===== src/rtl/mc_counter_pkg.sv =====
// Shared types for the multi-channel counter: channel mode and FSM state encodings.
package mc_counter_pkg;

  typedef enum logic [1:0] {
    WRAP    = 2'b00,
    SAT     = 2'b01,
    ONESHOT = 2'b10,
    RSVD    = 2'b11
  } cnt_mode_e;

  typedef enum logic [1:0] {
    IDLE = 2'b00,
    RUN  = 2'b01,
    DONE = 2'b10
  } ch_state_e;

  function automatic cnt_mode_e to_mode(input logic [1:0] m);
    return cnt_mode_e'(m);
  endfunction

endpackage


===== src/rtl/counter_channel.sv =====
// One counter channel: IDLE/RUN/DONE control with wrap, saturate or one-shot terminal handling.
module counter_channel
  import mc_counter_pkg::*;
#(
  parameter int unsigned WIDTH = 8
) (
  input  logic             clk,
  input  logic             rst,
  input  logic             start,
  input  logic             stop,
  input  logic             en,
  input  logic             up,
  input  logic [1:0]       mode,
  input  logic             load,
  input  logic [WIDTH-1:0] load_val,
  input  logic [WIDTH-1:0] limit,
  output logic [WIDTH-1:0] count,
  output logic             tc,
  output logic             done
);

  localparam logic [WIDTH-1:0] ONE = WIDTH'(1);

  ch_state_e        state_q, state_d;
  cnt_mode_e        mode_e;
  logic [WIDTH-1:0] count_d;
  logic             tc_d;
  logic [WIDTH-1:0] step_val;
  logic [WIDTH-1:0] term_val;
  logic [WIDTH-1:0] wrap_val;
  logic [WIDTH-1:0] load_clamped;
  logic             at_term;

  assign mode_e       = to_mode(mode);
  assign step_val     = up ? (count + ONE) : (count - ONE);
  assign term_val     = up ? limit : '0;
  assign wrap_val     = up ? '0 : limit;
  // >= rather than == so a limit lowered below the running count still terminates.
  assign at_term      = up ? (count >= limit) : (count == '0);
  assign load_clamped = (load_val > limit) ? limit : load_val;
  assign done         = (state_q == DONE);

  always_ff @(posedge clk or posedge rst) begin
    if (rst) begin
      state_q <= IDLE;
      count   <= '0;
      tc      <= 1'b0;
    end else begin
      state_q <= state_d;
      count   <= count_d;
      tc      <= tc_d;
    end
  end

  always_comb begin
    state_d = state_q;
    count_d = count;
    tc_d    = 1'b0;
    if (stop) begin
      state_d = IDLE;
    end else if (load) begin
      count_d = load_clamped;
    end else begin
      case (state_q)
        IDLE: begin
          if (start) state_d = RUN;
        end
        DONE: begin
          if (start) begin
            state_d = RUN;
            count_d = wrap_val;
          end
        end
        RUN: begin
          if (en) begin
            if (!at_term) begin
              count_d = step_val;
              // Saturate flags arrival at the end value, not each held cycle.
              tc_d    = (mode_e == SAT) && (step_val == term_val);
            end else begin
              case (mode_e)
                SAT: begin
                  count_d = term_val;
                  tc_d    = (count != term_val);
                end
                ONESHOT: begin
                  tc_d    = 1'b1;
                  state_d = DONE;
                end
                default: begin
                  count_d = wrap_val;
                  tc_d    = 1'b1;
                end
              endcase
            end
          end
        end
        default: state_d = IDLE;
      endcase
    end
  end

endmodule


===== src/rtl/multi_channel_counter.sv =====
// N_CH independent counter channels sharing one clock; this level only slices and packs buses.
module multi_channel_counter
  import mc_counter_pkg::*;
#(
  parameter int unsigned WIDTH = 8,
  parameter int unsigned N_CH  = 4
) (
  input  logic                  clk,
  input  logic                  rst,
  input  logic [N_CH-1:0]       start,
  input  logic [N_CH-1:0]       stop,
  input  logic [N_CH-1:0]       en,
  input  logic [N_CH-1:0]       up,
  input  logic [2*N_CH-1:0]     mode,
  input  logic [N_CH-1:0]       load,
  input  logic [WIDTH*N_CH-1:0] load_val,
  input  logic [WIDTH*N_CH-1:0] limit,
  output logic [WIDTH*N_CH-1:0] count,
  output logic [N_CH-1:0]       tc,
  output logic [N_CH-1:0]       done
);

  for (genvar i = 0; i < N_CH; i++) begin : g_ch
    counter_channel #(
      .WIDTH(WIDTH)
    ) u_ch (
      .clk      (clk),
      .rst      (rst),
      .start    (start[i]),
      .stop     (stop[i]),
      .en       (en[i]),
      .up       (up[i]),
      .mode     (mode[2*i +: 2]),
      .load     (load[i]),
      .load_val (load_val[WIDTH*i +: WIDTH]),
      .limit    (limit[WIDTH*i +: WIDTH]),
      .count    (count[WIDTH*i +: WIDTH]),
      .tc       (tc[i]),
      .done     (done[i])
    );
  end

endmodule


===== config.mk =====
export PLATFORM = sky130hd
export DESIGN_NAME = multi_channel_counter
export DESIGN_NICKNAME = d
export VERILOG_FILES = /design/src/rtl/mc_counter_pkg.sv /design/src/rtl/counter_channel.sv /design/src/rtl/multi_channel_counter.sv
export SDC_FILE = /design/constraint.sdc
export NUM_CORES = 1
export LEC_CHECK = 0
export ABC_AREA = 1
export ABC_CLOCK_PERIOD_IN_PS = 4600
export BUFFER_PORTS_ARGS = -buffer_cell sky130_fd_sc_hd__buf_4
export CORE_MARGIN = 2
export CORE_UTILIZATION = 55
export CTS_CLUSTER_SIZE = 16
export DETAILED_ROUTE_END_ITERATION = 6
export PLACE_DENSITY_LB_ADDON = 0.2
export SKIP_CTS_REPAIR_TIMING = 1
export SLEW_MARGIN = 10
export SYNTH_ARGS = -nofsm -noshare
export SYNTH_HDL_FRONTEND = slang
export SYNTH_SLANG_ARGS = --single-unit

===== constraint.sdc =====
create_clock -name clk -period 4.6 [get_ports clk]
set_clock_uncertainty 0.2 [all_clocks]
set_input_delay 0.69 -clock clk [delete_from_list [all_inputs] [get_ports clk]]
set_output_delay 0.69 -clock clk [all_outputs]
set_load 0.02 [all_outputs]

### Word-level counts from Yosys, hierarchy flattened

Cells that the tools add are included.

* register bits after elaboration: 44
* output and inout bits: 40

* $add $sub $neg: 8
* magnitude comparators: 8
* equal/unequal tests: 56
* mux-type cells: 96
* bitwise logic cells: 4
* reduce and logical (&&, ||, !) cells: 28

Operator list (number)
* 2-to-1 mux 8 bit: 32
* one-hot mux 8 bit (2 select lines): 8
* 2-to-1 mux 2 bit: 24
* != test 3 bit (second input constant): 16
* AND reduction 5 bit: 8
* adder 8 x 1 -> 8 bit (second input constant): 4
* equality test 8 bit: 4
* greater-or-equal comparator 8 bit: 4
* > comparator 8 bit: 4
* zero test 8 bit: 4
* != test 8 bit: 4
* subtractor 8 x 1 -> 8 bit (second input constant): 4
* 2-to-1 mux 1 bit: 28
* equality test 2 x 1 -> 1 bit (second input constant): 8
* equality test 2 bit (second input constant): 8
* != test 4 bit (second input constant): 4
* one-hot mux 2 bit (2 select lines): 4
* != test 3 x 1 -> 1 bit (second input constant): 4
* != test 3 x 2 -> 1 bit (second input constant): 4
* nonzero test 3 bit: 4
* zero test 2 bit: 4
* != test 2 bit (second input constant): 4
* OR reduction 2 bit: 4
* logical AND 1 bit: 4
* NOT 1 bit: 4

### Logic depth before layout (Yosys ltp)

Gate-level depths: netlist of run 1.

* word-level depth: 9
* mapped depth: 17
* depth with buffers taken out: 16

### Modules after synthesis

A second synthesis of run 1 with hierarchy kept.

* cell total of the unflattened synthesis: 1428
* area, all modules: 8484.4 um^2

Modules (own cells, without submodules)
* counter_channel (g_ch[3].u_ch): times used 1, cells each 356, area an instance 2140.8 um^2, sequential area each 275.3 um^2
* counter_channel (g_ch[0].u_ch): times used 1, cells each 354, area an instance 2127.0 um^2, sequential area each 275.3 um^2
* counter_channel (g_ch[1].u_ch): times used 1, cells each 359, area an instance 2110.8 um^2, sequential area each 275.3 um^2
* counter_channel (g_ch[2].u_ch): times used 1, cells each 359, area an instance 2105.8 um^2, sequential area each 275.3 um^2

### Worst setup path after synthesis of run 1

No wires, ideal clock.

* path type: input port to flip-flop
* start: in up[0]
* end: reg g_ch[0].u_ch.count[5]
* setup time: 117 ps
* arrival time: 2205 ps
* data required time: 4283 ps
* setup slack: 2079 ps
* stages: 15
* buffers on the path: 1
* cells stage by stage: buf_4 inv_2 ha_1 a21oi_1 nand2_1 nand2_1 nand2_1 inv_1 nand2_1 nand2_1 nand2_1 nand3_1 nand3_1 nand2_1 nand2_1

* word-level cells in the longest chain between the ends: 6
* elaborated cells on any way between the ends: 12
* classes of those cells: eq/ne: 1; mux: 10; reduce/logical: 1

Ends and longest elaborated chain
* from (decl): line multi_channel_counter.sv:13 `input logic [N_CH-1:0] up,`
* 2-to-1 mux 8 bit, on equally long branches: line counter_channel.sv:37, counter_channel.sv:36
* one-hot mux 8 bit (2 select lines): line counter_channel.sv:81 `case (mode_e)`
* 2-to-1 mux 8 bit: line counter_channel.sv:76 `if (!at_term) begin`
* 2-to-1 mux 8 bit: line counter_channel.sv:75 `if (en) begin`
* one-hot mux 8 bit (2 select lines): line counter_channel.sv:64 `case (state_q)`
* 2-to-1 mux 8 bit: line counter_channel.sv:61 `end else if (load) begin`
* to (signal assigned): line counter_channel.sv:50 `count <= count_d;`
* to (decl): line counter_channel.sv:17 `output logic [WIDTH-1:0] count,`

Several ways; a longest one is shown, not always the timed one. The select of a mux whose other input is x is not followed.
A chain may end at the register's enable or synchronous reset.

### Worst setup path in the final report of run 1

* start: in limit[17]
* end: reg g_ch[2].u_ch.count[6]

* word-level cells in the longest chain between the ends: 6
* elaborated cells on any way between the ends: 10
* classes of those cells: order compare: 2; eq/ne: 1; mux: 6; reduce/logical: 1

Ends and longest elaborated chain
* from (decl): line multi_channel_counter.sv:17 `input logic [WIDTH*N_CH-1:0] limit,`
* greater-or-equal comparator 8 bit: line counter_channel.sv:39 `assign at_term = up ? (count >= limit) : (count == '0);`
* 2-to-1 mux 1 bit: line counter_channel.sv:39
* 2-to-1 mux 8 bit: line counter_channel.sv:76
* 2-to-1 mux 8 bit: line counter_channel.sv:75
* one-hot mux 8 bit (2 select lines): line counter_channel.sv:64
* 2-to-1 mux 8 bit: line counter_channel.sv:61
* to (signal assigned): line counter_channel.sv:50
* to (decl): line counter_channel.sv:17

Several ways; a longest one is shown, not always the timed one. The select of a mux whose other input is x is not followed.

==> impl_metrics.toml, run 1 <==
[sta]
hold_viol = 0
post-route-min-period_ns = 2.669
relSlewSlack_pct = 29.78
min_period_over_period_pct = 58.02
slew_violations = 0
setup_viol = 0
worst_pin_slew_ns = 1.049
setup_ws_ns = 1.931
fin_hold_ws_ns = 0.3680
fmax_mhz = 374.7
rsz0062_at_grt = "false"
setup_tns_ns = 0

[setup_path]
arrival_ns = 2.65
timing.rr.end = "g_ch[2].u_ch.count[6]$_DFFE_PP0P_"
crit_family = "simple AND/OR/NAND/NOR gates"
regToRegStartpoint = "g_ch[2].u_ch.count[0]$_DFFE_PP0P_"
path_depth = 15
slowest_stage = "nor2_2"
worstSetupEndpoint = "g_ch[2].u_ch.count[6]$_DFFE_PP0P_"
end_kind = "flip-flop"
critical_path.startpoint = "limit[17]"
crit_path_max_incr_delay_ns = 0.45
criticalPathCategory = "input port to flip-flop"
path_cells = "buf_4 -> inv_1 -> ha_1 -> nand2_1 -> nand3_1 -> nand2_1 -> nand2_1 -> nand2_1 -> a21boi_4 -> nand3_2 -> nand2_1 -> nor2_2 -> inv_1 -> nand2_1 -> nand2_1"
reg2regPathDepth = 14
cp_num_buf_inv = 3
crit_top_cell = "nand2_1"
crit_required_ns = 4.58
crit_path_start_kind = "input port"
worstPathMaxFanout = 12
rrSetupSlack_ns = 1.97

[yosys]
ys_ff_latch = 44
netlist_area_mm2 = 0.008150
ys_warn_count = 0
ys_seq_area_share_pct = 13.51
yosysTopAreaCell = "nand2_1"
synth_edf_count = 0
synth.top_cell.area_share_pct = 21.92
synth.area.top_cells = "nand2_1 (22%), nand3_1 (14%), dfrtp_1 (14%)"
synthDistinctLibCells = 45
syn_inst = 1407
ys.flop_type = "dfrtp_1"
syn-num-nets = 1593
async_reset_ff_share_pct = 100.0
syn_avg_cell_area_um2 = 5.793

[die]
die_x_um = 125.7
die_y_um = 125.7
start_util_pct = 56.29
ios = 134
placementRows = 44
die-area_mm2 = 0.01581
core_area_mm2 = 0.01448

[power_and_ir_drop]
ir_drop_mv = 0.2292
p_leak_nw = 5.427
powerDensity_mw_per_mm2 = 298.0

[clock_network]
cts_tree = "built"
cts_buffer_depth = 2
htreeDepth = 2
insertion_delay_ns = 0.30
root_buffer = "clkbuf_16"
path_clk_slew_ns = 0.06
cts.sinks = 44
cts_buffers = 5

[final_layout]
drive_above_1_share_pct = 12.51
final_cell_mix = "nand2_1 (476), nand3_1 (221), inv_1 (195)"
fin_area_mm2 = 0.009331
insertedDiodeCount = 0
syn2layout_area_growth_pct = 14.49
layout_commonest_cell = "nand2_1"
fillers = 1473
nNetsFinal = 1704
layout.cells.non_filler = 1703

[route]
antenna_left = 0
wirelength_um = 23040
drc = 4
drt_pre_antenna_iters = 7
wl_per_cell_um = 13.53
drtIter0Drc = 621
vias_per_cell = 5.518
vias = 9397

[run_status]
status = "finished with violations"
violations = "DRC"

[placement]
place_hpwl_um = 18280
pre_cts_ws_ns = 1.661
port_buffers = 133
place_congestion = 0.9565
postPlaceCellArea_mm2 = 0.009183
dp.cells = 1695

[grt]
antenna_found_initial = 0
grt_max_degree = 45
grt_pass1_vias = 8646
grt_overflow = 0
grt_pass1_wl_um = 39010
grt_use_total_pct = 28.88

[hold_path]
hp-class = "flip-flop to flip-flop"

[run]
maxCapViolations = 0
-- cell families (layout without fill, tap and decap cells) --
group / count (synthesis) / count (layout) / share of synthesized area, %
buf+inv: 235 / 347 / 11.96
simple gates: 873 / 873 / 46.90
compound gates: 127 / 127 / 9.103
fa+ha+maj: 92 / 92 / 14.49
flops: 44 / 44 / 13.51
xor+xnor: 36 / 36 / 4.037
-- registers in the layout (all words and copies together) (netlist names) --
name / flops
g_ch.u_ch.tc: 4
g_ch.u_ch.state_q: 8
g_ch.u_ch.count: 32
-- worst reg2reg max path, stage by stage, from the launching register on --
cell and delay (ns):
dfrtp_1 0.51, inv_2 0.10, ha_1 0.28, nand2_1 0.06, nand3_1 0.08, nand2_1 0.06, nand2_1 0.05, nand2_1 0.11
a21boi_4 0.12, nand3_2 0.09, nand2_1 0.06, nor2_2 0.45, inv_1 0.20, nand2_1 0.10, nand2_1 0.05
-- worst min-delay path by stage --
stage | from | end | slack [ns] | cells past startpoint
CTS | g_ch[3].u_ch.state_q[1]$_DFFE_PP0P_ | g_ch[3].u_ch.state_q[1]$_DFFE_PP0P_ | 0.38 | 2
global placement | g_ch[3].u_ch.state_q[1]$_DFFE_PP0P_ | g_ch[3].u_ch.state_q[1]$_DFFE_PP0P_ | 0.35 | 2
global route | g_ch[1].u_ch.state_q[1]$_DFFE_PP0P_ | g_ch[1].u_ch.state_q[1]$_DFFE_PP0P_ | 0.43 | 2
detailed placement | g_ch[3].u_ch.state_q[1]$_DFFE_PP0P_ | g_ch[3].u_ch.state_q[1]$_DFFE_PP0P_ | 0.36 | 2
floorplan | g_ch[3].u_ch.state_q[1]$_DFFE_PP0P_ | g_ch[3].u_ch.state_q[1]$_DFFE_PP0P_ | 0.33 | 2
finish | g_ch[3].u_ch.state_q[1]$_DFFE_PP0P_ | g_ch[3].u_ch.state_q[1]$_DFFE_PP0P_ | 0.37 | 2
-- where the power goes --
part           switching, W  internal [W]
Clock              0.000168      0.000215
Combinational       0.00109      0.000688
Sequential         0.000165      0.000457
Total               0.00142       0.00136
-- metrics by stage --
stage	util (%)	power, W
2_1_floorplan	-	0.001878
3_3_place_gp	63.42	0.002345
3_5_place_dp	63.42	0.002382
4_1_cts	64.45	0.002783
5_1_grt	64.45	0.003061
6_report	64.45	0.002781
-- Yosys cell counts (3+ instances only) --
| master | instances |
|---|---|
| nor2_2 | 8 |
| nor2_1 | 85 |
| nor3_2 | 3 |
| xnor2_1 | 11 |
| nor3_1 | 35 |
| inv_2 | 8 |
| buf_6 | 5 |
| o21ai_0 | 23 |
| buf_2 | 10 |
| nand3_1 | 221 |
| xor2_1 | 24 |
| ha_1 | 88 |
| clkbuf_1 | 4 |
| nand2_2 | 8 |
| dfrtp_1 | 44 |
| nand4_1 | 18 |
| o2111ai_1 | 6 |
| a211oi_1 | 3 |
| o21ai_2 | 5 |
| nor2_4 | 5 |
| inv_1 | 196 |
| o21a_1 | 6 |
| nand2_1 | 476 |
| fa_1 | 4 |
| nand3b_1 | 4 |
| a21oi_1 | 73 |
| buf_4 | 10 |
-- layout make-up --
cell class | count | area, µm² | area share, %
multi-input cells | 1128 | 6075 | 65.10
flip-flops and latches | 44 | 1101 | 11.80
repair buffers | 133 | 998.5 | 10.70
inverters | 206 | 778.2 | 8.340
well taps | 184 | 230.2 | 2.467
clock buffers | 6 | 138.9 | 1.488
clock inverters | 2 | 10.01 | 0.1073
-- routing by layer --
metal	track usage [%]	part of all wire, %	vias up
li1	-	-	4799
met1	37.91	44	4195
met2	50.14	48	364
met3	3.611	6.2	39
met4	8.016	1.8	0
met5	0	0	-
No activity file was read; power rests on OpenSTA's default activity.
==> run 2: changes to the inputs <==
Settings changed: ABC_AREA 1 to 0, ABC_CLOCK_PERIOD_IN_PS 4600 to 2150, CORE_UTILIZATION 55 to 53.
Clock period 4.6 ns to 2.15 ns, I/O delays scaled along.
==> run 2 against run 1 <==
The flow finishes with violations (DRC, setup timing). Largest power group unchanged. Count of clock-buffer cells in the layout unchanged. Sequential share of layout area down 2.4 points. Routed wire length up 41%. Synthesized cell count down 31%. Critical endpoint is now g_ch[0].u_ch.count[7]$_DFFE_PP0P_.
==> impl_metrics.toml, run 2 <==
[final_layout]
syn2layout_area_growth_pct = 61.41
reg_top3 = "g_ch.u_ch.count (32), g_ch.u_ch.state_q (8), g_ch.u_ch.tc (4)"
fin_area_mm2 = 0.01193
fillers = 708
insertedDiodeCount = 0
largest_reg_flops = 32
regMostFlops = "g_ch.u_ch.count"
fin_util_pct = 86.58
layout_commonest_cell = "buf_4"
nNetsFinal = 1543
layout.cells.non_filler = 1538
final_cell_mix = "buf_4 (403), nand2_1 (75), nor2_1 (68)"
drive_above_1_share_pct = 45.95

[yosys]
synth_top_family_by_area = "compound AO/OA/AOI/OAI gates"
synth.top_cell.area_share_pct = 14.90
synth_commonest_cells = "nor2_1 (97), ha_1 (88), nand2_1 (76), a21oi_1 (68), o21ai_0 (59)"
synthAdderAreaFrac_pct = 15.99
yosys.area_share.simple_pct = 22.32
ys.flop_type = "dfrtp_1"
netlist_area_mm2 = 0.007388
synth.area.top_cells = "dfrtp_1 (15%), ha_1 (15%), nor2_1 (4.9%)"
ys_ff_latch = 44
synth-compound-area-share_pct = 30.74
ys_seq_area_share_pct = 14.90
yosysTopAreaCell = "dfrtp_1"
syn-num-nets = 1158
yosysMostFrequentCell = "nor2_1"
synth_xor_area_share_pct = 7.773
syn_avg_cell_area_um2 = 7.601
muxShareOfSynthArea_pct = 2.642
ys_warn_count = 0
synthDistinctLibCells = 74
synth_edf_count = 0
syn_inst = 972
async_reset_ff_share_pct = 100.0

[sta]
slew_violations = 0
rsz0062_at_grt = "true"
fmax_mhz = 363.1
worst_pin_slew_ns = 0.8114
min_period_over_period_pct = 128.1
setup_viol = 44
hold_viol = 0
setup_ws_ns = -0.6041
relSlewSlack_pct = 45.49
post-route-min-period_ns = 2.754

[run_status]
status = "finished with violations"
violations = "DRC, setup timing"

[setup_path]
rrSetupSlack_ns = -0.60
crit_required_ns = 2.10
end_kind = "flip-flop"
criticalPathCategory = "input port to flip-flop"
crit_path_start_kind = "input port"
worstPathMaxFanout = 3
arrival_ns = 2.70

[clock_network]
cts_buffer_depth = 2
cts_buffers = 5
insertion_delay_ns = 0.30
htreeDepth = 2
cts_tree = "built"
root_buffer = "clkbuf_16"
path_clk_slew_ns = 0.07
cts.sinks = 44

[power_and_ir_drop]
switching_share_pct = 44.81
ir_drop_mv = 0.3830
p_int_w = 0.004272
clkPwrFrac_pct = 10.8
p_comb_share_pct = 73.9
powerDensity_mw_per_mm2 = 649.1
p_sw_w = 0.003469
p_leak_nw = 5.239
seqPwrFrac_pct = 15.3

[placement]
place_congestion = 0.9514
dp.cells = 1504
port_buffers = 133
postPlaceCellArea_mm2 = 0.01085
place_hpwl_um = 20940

[hold_path]
hp-class = "input port to flip-flop"

[route]
wl_per_cell_um = 21.05
wirelength_um = 32380
drtIter0Drc = 1602
vias = 10130
drc = 5
vias_per_cell = 6.586
antenna_left = 0
drt_pre_antenna_iters = 7

[grt]
grt_use_total_pct = 34.40
grt_max_degree = 26
antenna_found_initial = 0
grt_overflow = 0
grt_pass1_wl_um = 41400
grt_pass1_vias = 8850

[die]
placementRows = 43
ios = 134
start_util_pct = 53.64
die_y_um = 122.1
die-area_mm2 = 0.01490
die_x_um = 122.1
core_area_mm2 = 0.01377

[run]
maxCapViolations = 0
run 2: logic make-up (layout without fill, tap and decap cells):
family	count (synthesis)	after routing
xor+xnor	64	64
simple gates	332	332
mux	18	18
compound gates	323	323
fa+ha+maj	92	92
buf+inv	99	485
flops	44	44
run 2: worst max-delay path: stages:
cell      delay, ns
buf_4          0.09
inv_1          0.08
ha_1           0.34
nand4_1        0.20
or2_4          0.28
and3_1         0.18
a311o_1        0.37
a21o_1         0.21
a222oi_1       0.43
a21oi_1        0.18
run 2: layer usage:
| layer | vias up | GRT usage (%) | share of wire [%] |
|---|---|---|---|
| li1 | 4418 | - | - |
| met1 | 4618 | 42.53 | 36 |
| met2 | 846 | 58.66 | 47 |
| met3 | 248 | 6.882 | 11 |
| met4 | 0 | 13.65 | 6.3 |
| met5 | - | 0 | 0 |
run 2: final cells by class:
| cell class | instances | area [µm²] | area share (%) |
|---|---|---|---|
| multi-input cells | 829 | 6819 | 57.18 |
| clock buffers | 6 | 138.9 | 1.165 |
| inverters | 51 | 216.5 | 1.815 |
| flip-flops and latches | 44 | 1126 | 9.443 |
| well taps | 180 | 225.2 | 1.889 |
| clock inverters | 2 | 10.01 | 0.08394 |
| repair buffers | 426 | 3390 | 28.42 |
run 2: through the flow:
step / setup WS [ns] / power (W) / TNS, ns / hold slack, ns
2_1_floorplan: -0.4366 / 0.003940 / -10.94 / 0.1832
3_3_place_gp: -0.5705 / 0.005845 / -15.18 / 0.1994
3_5_place_dp: -0.6713 / 0.006004 / -17.46 / 0.1950
4_1_cts: -0.5177 / 0.006854 / -13.49 / -0.1284
5_1_grt: -0.7939 / 0.008159 / -19.82 / 0.01238
6_report: -0.6041 / 0.007741 / -15.49 / 0.008199
run 2: worst paths after layout:
path / startpoint / endpoint / cells after the start
setup / recovery: limit[6] / g_ch[0].u_ch.count[7]$_DFFE_PP0P_ / 10
max in group asynchronous: rst / g_ch[3].u_ch.count[5]$_DFFE_PP0P_ / 4
setup reg to reg: g_ch[0].u_ch.count[4]$_DFFE_PP0P_ / g_ch[0].u_ch.count[7]$_DFFE_PP0P_ / 8
min in group asynchronous: rst / g_ch[2].u_ch.count[2]$_DFFE_PP0P_ / 3
hold / removal: stop[1] / g_ch[1].u_ch.state_q[1]$_DFFE_PP0P_ / 2
hold reg to reg: g_ch[3].u_ch.count[0]$_DFFE_PP0P_ / g_ch[3].u_ch.count[0]$_DFFE_PP0P_ / 2
run 2: power groups by stage:
stage	logic, W	registers, W	clock network (W)
6_report	0.00572	0.00118	0.000836
4_1_cts	0.00485	0.00116	0.000834
3_3_place_gp	0.00467	0.00117	0
5_1_grt	0.00610	0.00120	0.000867
3_5_place_dp	0.00483	0.00118	0
2_1_floorplan	0.00258	0.00136	0
